[src/rtl/fsm_moore_0110.sv]
// Moore detector for serial pattern 0-1-1-0; z is high for the one cycle after the final 0 is sampled.
// z decodes only the state register, so x has no combinational path to it; no flow control.
module fsm_moore_0110 #(
    parameter bit OVERLAP = 1'b1
) (
    input  logic clk,
    input  logic reset,
    input  logic x,
    output logic z
);

    localparam logic [2:0] ST_IDLE   = 3'd0;
    localparam logic [2:0] ST_S0     = 3'd1;
    localparam logic [2:0] ST_S01    = 3'd2;
    localparam logic [2:0] ST_S011   = 3'd3;
    localparam logic [2:0] ST_DETECT = 3'd4;

    logic [2:0] state_q;
    logic [2:0] state_d;

    always_comb begin
        state_d = ST_IDLE;
        case (state_q)
            ST_IDLE:   state_d = x ? ST_IDLE : ST_S0;
            ST_S0:     state_d = x ? ST_S01  : ST_S0;
            ST_S01:    state_d = x ? ST_S011 : ST_S0;
            ST_S011:   state_d = x ? ST_IDLE : ST_DETECT;
            // The trailing 0 of a hit is itself a "0" prefix; overlap also reuses it before a 1.
            ST_DETECT: begin
                if (!x) begin
                    state_d = ST_S0;
                end else if (OVERLAP) begin
                    state_d = ST_S01;
                end else begin
                    state_d = ST_IDLE;
                end
            end
            default:   state_d = ST_IDLE;
        endcase
    end

    always_ff @(posedge clk or negedge reset) begin
        if (!reset) begin
            state_q <= ST_IDLE;
        end else begin
            state_q <= state_d;
        end
    end

    assign z = (state_q == ST_DETECT);

endmodule

[config.mk]
export PLATFORM = sky130hd
export DESIGN_NAME = fsm_moore_0110
export DESIGN_NICKNAME = d
export VERILOG_FILES = /design/src/rtl/fsm_moore_0110.sv
export SDC_FILE = /design/constraint.sdc
export NUM_CORES = 1
export LEC_CHECK = 0
export ABC_AREA = 0
export CORE_AREA = 3 3 40 42
export DETAILED_ROUTE_END_ITERATION = 10
export DIE_AREA = 0 0 43 45
export PLACE_DENSITY_LB_ADDON = 0.12
export SKIP_CTS_REPAIR_TIMING = 1
export SLEW_MARGIN = 5
export SYNTH_ARGS = -nofsm -noshare
export SYNTH_HDL_FRONTEND = slang
export SYNTH_SLANG_ARGS = --single-unit
[constraint.sdc]
create_clock -name clk -period 2.5 [get_ports clk]
set_input_delay 0.5 -clock clk [delete_from_list [all_inputs] [get_ports clk]]
set_output_delay 0.5 -clock clk [all_outputs]
set_load 0.02 [all_outputs]
==> results of run 1 <==
## critical path, delay by kind of cell (launching register included)
family,cells,cell delay (ps)
buffers and inverters,1,630
flip-flops,1,420
AND/OR/NAND/NOR,1,200
## cells by family (layout without fill, tap and decap cells)
family          Yosys count  in the layout  share of synthesized area [%]
xor+xnor                  1              1                           6.31
simple gates              4              4                           19.8
flops                     3              3                           54.1
buf+inv                   1              8                           2.70
compound gates            3              3                           17.1
## synth_stat cells (all sizes together)
cell type	n	share of area [%]
nand2b	2	9.0
dfrtp	3	54
xnor2	1	6.3
a211o	1	7.2
o32ai	1	6.3
nor3b	2	11
o21ai	1	3.6
inv	1	2.7
## routing by layer
metal / part of all wire (%) / routed length, um / GRT usage [%] / up-vias
met2: 49 / 140 / 3.89 / 3
met3: 3.9 / 11 / 1.20 / 0
met1: 47 / 133 / 3.39 / 50
li1: - / - / - / 56
met5: 0 / 0 / 0 / -
met4: 0 / 0 / 7.23 / 0
## final timing paths
path                              end  slack [ps]  depth (start not counted)        from
max                                 z         520                          2  state_q[0]
min                        state_q[1]         460                          1       reset
max reg2reg                state_q[1]        1560                          2  state_q[2]
min reg2reg                state_q[0]         580                          1  state_q[0]
max in group asynchronous  state_q[0]        1900                          1       reset
min in group clk           state_q[0]         580                          1  state_q[0]
## cell type report
cell class              count  area, um2  share of cell area, %
flip-flops and latches      3       75.1                   35.1
multi-input cells           8       60.1                   28.1
repair buffers              3       30.0                   14.0
clock buffers               4       26.3                   12.3
well taps                  15       18.8                   8.77
inverters                   1       3.75                   1.75
## power by group
part           leakage (nW)  internal, mW  total [mW]  switching, mW
clock network        0.0150        0.0597      0.0824         0.0228
registers            0.0387        0.0659      0.0860         0.0202
logic                0.0319        0.0293      0.0487         0.0194
total                0.0855         0.155       0.217         0.0623
==> flow_metrics.env, run 1 <==
export IMPL_largest_reg_flops=3
export IMPL_ys_seq_elements=3
export IMPL_clk_latency_ps=230
export IMPL_timing_final_crit_share_pct=79.2
export IMPL_drt_wirelength_per_cell_um=8.38
export IMPL_final_antenna_net_count=0
export IMPL_clk_pin_slew_ps=30
export IMPL_cts_made_buffers=3
export IMPL_irDropWorstVdd_v=0.000194
export IMPL_relSlewSlack_pct=83.8
export IMPL_via_per_inst=3.21
export IMPL_status="finished, final reports clean"
export IMPL_fmaxAchievable_ghz=0.505
export IMPL_grt_overflow=0
export IMPL_drive_gt1_share_pct=21.1
export IMPL_gp_congestion=0.614
export IMPL_critical_path_slowest_cell="clkdlybuf4s50_1"
export IMPL_cp_arrival_ps=1480
export IMPL_die_w_um=43
export IMPL_grt_pass1_wl_um=414
export IMPL_pre_cts_ws_ps=735
export IMPL_hold_violations=0
export IMPL_fin_nets=23
export IMPL_critPathKind="register to primary output"
export IMPL_design_area_um2=214
export IMPL_cp_end_kind="primary output"
export IMPL_start_util_pct=10.8
export IMPL_regMostFlops="state_q"
export IMPL_post_route_min_period_ps=1980
export IMPL_synth_seq_area_share_pct=54.1
export IMPL_grt_setup_unrepaired="no"
export IMPL_vias=109
export IMPL_whs_ps=455
export IMPL_syn_area_per_cell_um2=11.6
export IMPL_cp_slowest_stage_delay_ps=630
export IMPL_clock_skew_final_ps=0.205
export IMPL_htreeDepth=1
export IMPL_yosysWarnings=0
export IMPL_n_fill_cell=139
export IMPL_antenna_found_initial=0
export IMPL_root_buffer="clkbuf_4"
export IMPL_setup_violations=0
export IMPL_num_antenna_cells=0
export IMPL_worst_slack_ps=521
export IMPL_path_cells="nor3b_1 > clkdlybuf4s50_1"
export IMPL_worstMarginPinSlew_ps=242
export IMPL_remaining_drc_errors=0
export IMPL_portBuffers=3
export IMPL_worstPathMaxFanout=6
export IMPL_grt_pass1_vias=111
export IMPL_p_leak_nw=0.0855
export IMPL_postSynthCellCount=12
export IMPL_total_power_uw=217
export IMPL_slew_viol_final=0
export IMPL_critPathLaunchType="register"
export IMPL_synth_area_um2=139
export IMPL_placementRows=13
export IMPL_core_um2=1280
export IMPL_final_core_util_pct=16.7
export IMPL_die_area_um2=1940
export IMPL_p_per_area_nw_per_um2=1020
export IMPL_synth_nets=15
export IMPL_cap_violations=0
export IMPL_dieHeight_um=45
export IMPL_firstDrtPassIters=1
export IMPL_place_inst=30
export IMPL_io_pins=4
export IMPL_drt_iter0_markers=0
export IMPL_grt_max_degree=7
export IMPL_post_dp_cell_area_um2=188
export IMPL_tritoncts="done"
export IMPL_synth_cell_types=8
export IMPL_grt_usage_pct=3.50
export IMPL_fin_setup_tns_ps=0
export IMPL_worstPathRequired_ps=2000
export IMPL_top_regs="state_q: 3 flops"
export IMPL_layout_area_overhead_vs_synth_pct=54.1
export IMPL_layout_common_cells="clkbuf_4 (3), clkdlybuf4s50_1 (3), dfrtp_1 (3), nand2b_1 (2), nor3b_1 (2)"
export IMPL_fin_cells=34
export IMPL_hold_path_class="input pin to async pin"
export IMPL_clock_path_buffers=2
export IMPL_cts_sinks=3
export IMPL_wl_um=285
Power figures use the tool's default switching activity.
==> run 2: changes to the inputs <==
==> constraint.sdc (replaced) <==
create_clock -name clk -period 1.75 [get_ports clk]
set_input_delay 0.35 -clock clk [delete_from_list [all_inputs] [get_ports clk]]
set_output_delay 0.35 -clock clk [all_outputs]
set_load 0.02 [all_outputs]
==> flow_metrics.env, run 2 (same netlist as run 1, synthesis figures left out) <==
export IMPL_firstDrtPassIters=1
export IMPL_post_route_min_period_ps=1440
export IMPL_portBuffers=3
export IMPL_drt_iter0_markers=0
export IMPL_cap_violations=0
export IMPL_cp_arrival_ps=1090
export IMPL_setup_violations=0
export IMPL_top_regs="state_q: 3 flops"
export IMPL_p_per_area_nw_per_um2=1440
export IMPL_worstPathMaxFanout=6
export IMPL_critical_path_slowest_cell="dfrtp_1"
export IMPL_root_buffer="clkbuf_4"
export IMPL_p_int_uw=221
export IMPL_grt_pass1_vias=119
export IMPL_path_delay_family="flip-flops"
export IMPL_htreeDepth=1
export IMPL_worstMarginPinSlew_ps=243
export IMPL_grt_setup_unrepaired="no"
export IMPL_critPathKind="register to primary output"
export IMPL_fin_cells=34
export IMPL_wl_um=300
export IMPL_irDropWorstVdd_v=0.000360
export IMPL_largest_reg_flops=3
export IMPL_reg2reg_slack_ps=800
export IMPL_remaining_drc_errors=0
export IMPL_place_inst=30
export IMPL_drt_wirelength_per_cell_um=8.82
export IMPL_grt_overflow=0
export IMPL_vias=111
export IMPL_core_um2=1280
export IMPL_power_switching_uw=91.1
export IMPL_cts_sinks=3
export IMPL_dp_hpwl_um=216
export IMPL_hold_violations=0
export IMPL_critPathBufInv=1
export IMPL_hold_path_class="input pin to async pin"
export IMPL_via_per_inst=3.26
export IMPL_clk_latency_ps=230
export IMPL_worstPathRequired_ps=1400
export IMPL_pwr_share_comb_pct=22.3
export IMPL_cp_end_kind="primary output"
export IMPL_fin_nets=23
export IMPL_relSlewSlack_pct=83.8
export IMPL_critPathLaunchType="register"
export IMPL_cts_made_buffers=3
export IMPL_pwr_share_clk_pct=38.1
export IMPL_whs_ps=300
export IMPL_use_met1_pct=3.39
export IMPL_grt_busiest_layer="met4"
export IMPL_die_area_um2=1940
export IMPL_dieHeight_um=45
export IMPL_clock_skew_final_ps=0.672
export IMPL_clk_pin_slew_ps=40
export IMPL_p_sw_share_pct=29.2
export IMPL_timing_final_crit_share_pct=82.0
export IMPL_placementRows=13
export IMPL_start_util_pct=10.8
export IMPL_antenna_found_initial=0
export IMPL_drive_gt1_share_pct=21.1
export IMPL_p_seq_share_pct=39.6
export IMPL_num_antenna_cells=0
export IMPL_tritoncts="done"
export IMPL_die_w_um=43
export IMPL_cp_slowest_stage_delay_ps=420
export IMPL_layout_common_cells="clkbuf_4 (3), dfrtp_1 (3), nand2b_1 (2), nor3b_1 (2), clkdlybuf4s50_1 (2)"
export IMPL_grt_pass1_wl_um=427
export IMPL_total_power_uw=312
export IMPL_regMostFlops="state_q"
export IMPL_io_pins=4
export IMPL_grt_max_degree=7
export IMPL_p_leak_nw=0.104
export IMPL_grt_use_met2_pct=3.89
export IMPL_gp_congestion=0.671
export IMPL_grt_usage_pct=3.75
export IMPL_layout_area_overhead_vs_synth_pct=55.9
export IMPL_slew_viol_final=0
export IMPL_grt_met3_usage_pct=1.20
export IMPL_path_cells="nor3b_1 > dlymetal6s2s_1"
export IMPL_status="finished, final reports clean"
export IMPL_final_antenna_net_count=0
export IMPL_clock_path_buffers=2
export IMPL_fmaxAchievable_ghz=0.697
==> run 2: cell count changes in the layout (fill, tap and decap cells not counted), sizes merged <==
cell / previous run / this run
clkdlybuf4s50: 3 / 2
dlymetal6s2s: 0 / 1
==> run 2: per-layer routing <==
| layer | routed length [um] | up-vias | part of all wire, % |
|---|---|---|---|
| met3 | 7 | 0 | 2.3 |
| li1 | - | 56 | - |
| met2 | 150 | 3 | 50 |
| met4 | 0 | 0 | 0 |
| met5 | 0 | - | 0 |
| met1 | 141 | 52 | 47 |
==> run 2: stage by stage <==
stage	area [um2]	util [%]	worst slack, ps	TNS [ps]
after global placement	188	14.6	170	0
after floorplan	139	-	457	0
after detailed placement	188	14.6	147	0
after CTS	214	16.7	-113	-113
after global routing	216	16.8	261	0
final	216	16.8	315	0
==> run 2: layout make-up <==
class,instances,area [um2]
Clock buffer,4,26.3
Fill cell,144,1070
Inverter,1,3.75
Multi-Input combinational cell,8,60.1
Sequential cell,3,75.1
Tap cell,15,18.8
Timing Repair Buffer,3,32.5
==> run 2: path summary, 6_finish.rpt <==
path | to | startpoint | cells past startpoint
max | z | state_q[0] | 2
min | state_q[2] | reset | 1
max reg2reg | state_q[1] | state_q[2] | 2
min reg2reg | state_q[1] | state_q[0] | 1
max in group asynchronous | state_q[1] | reset | 1
min in group clk | state_q[1] | state_q[0] | 1
==> run 2: worst register-to-register path, cell delays in order, from the launching register on <==
cell and delay, ps:
dfrtp_1 400, nand2b_1 190, o32ai_1 250
==> run 2: power groups by stage <==
stage               clock, mW  sequential, mW  combinational [mW]
finish                  0.119           0.124              0.0695
global route            0.128           0.128              0.0753
CTS                     0.129           0.124              0.0725
detailed placement          0           0.125              0.0723
global placement            0           0.125              0.0717
floorplan                   0           0.117              0.0527
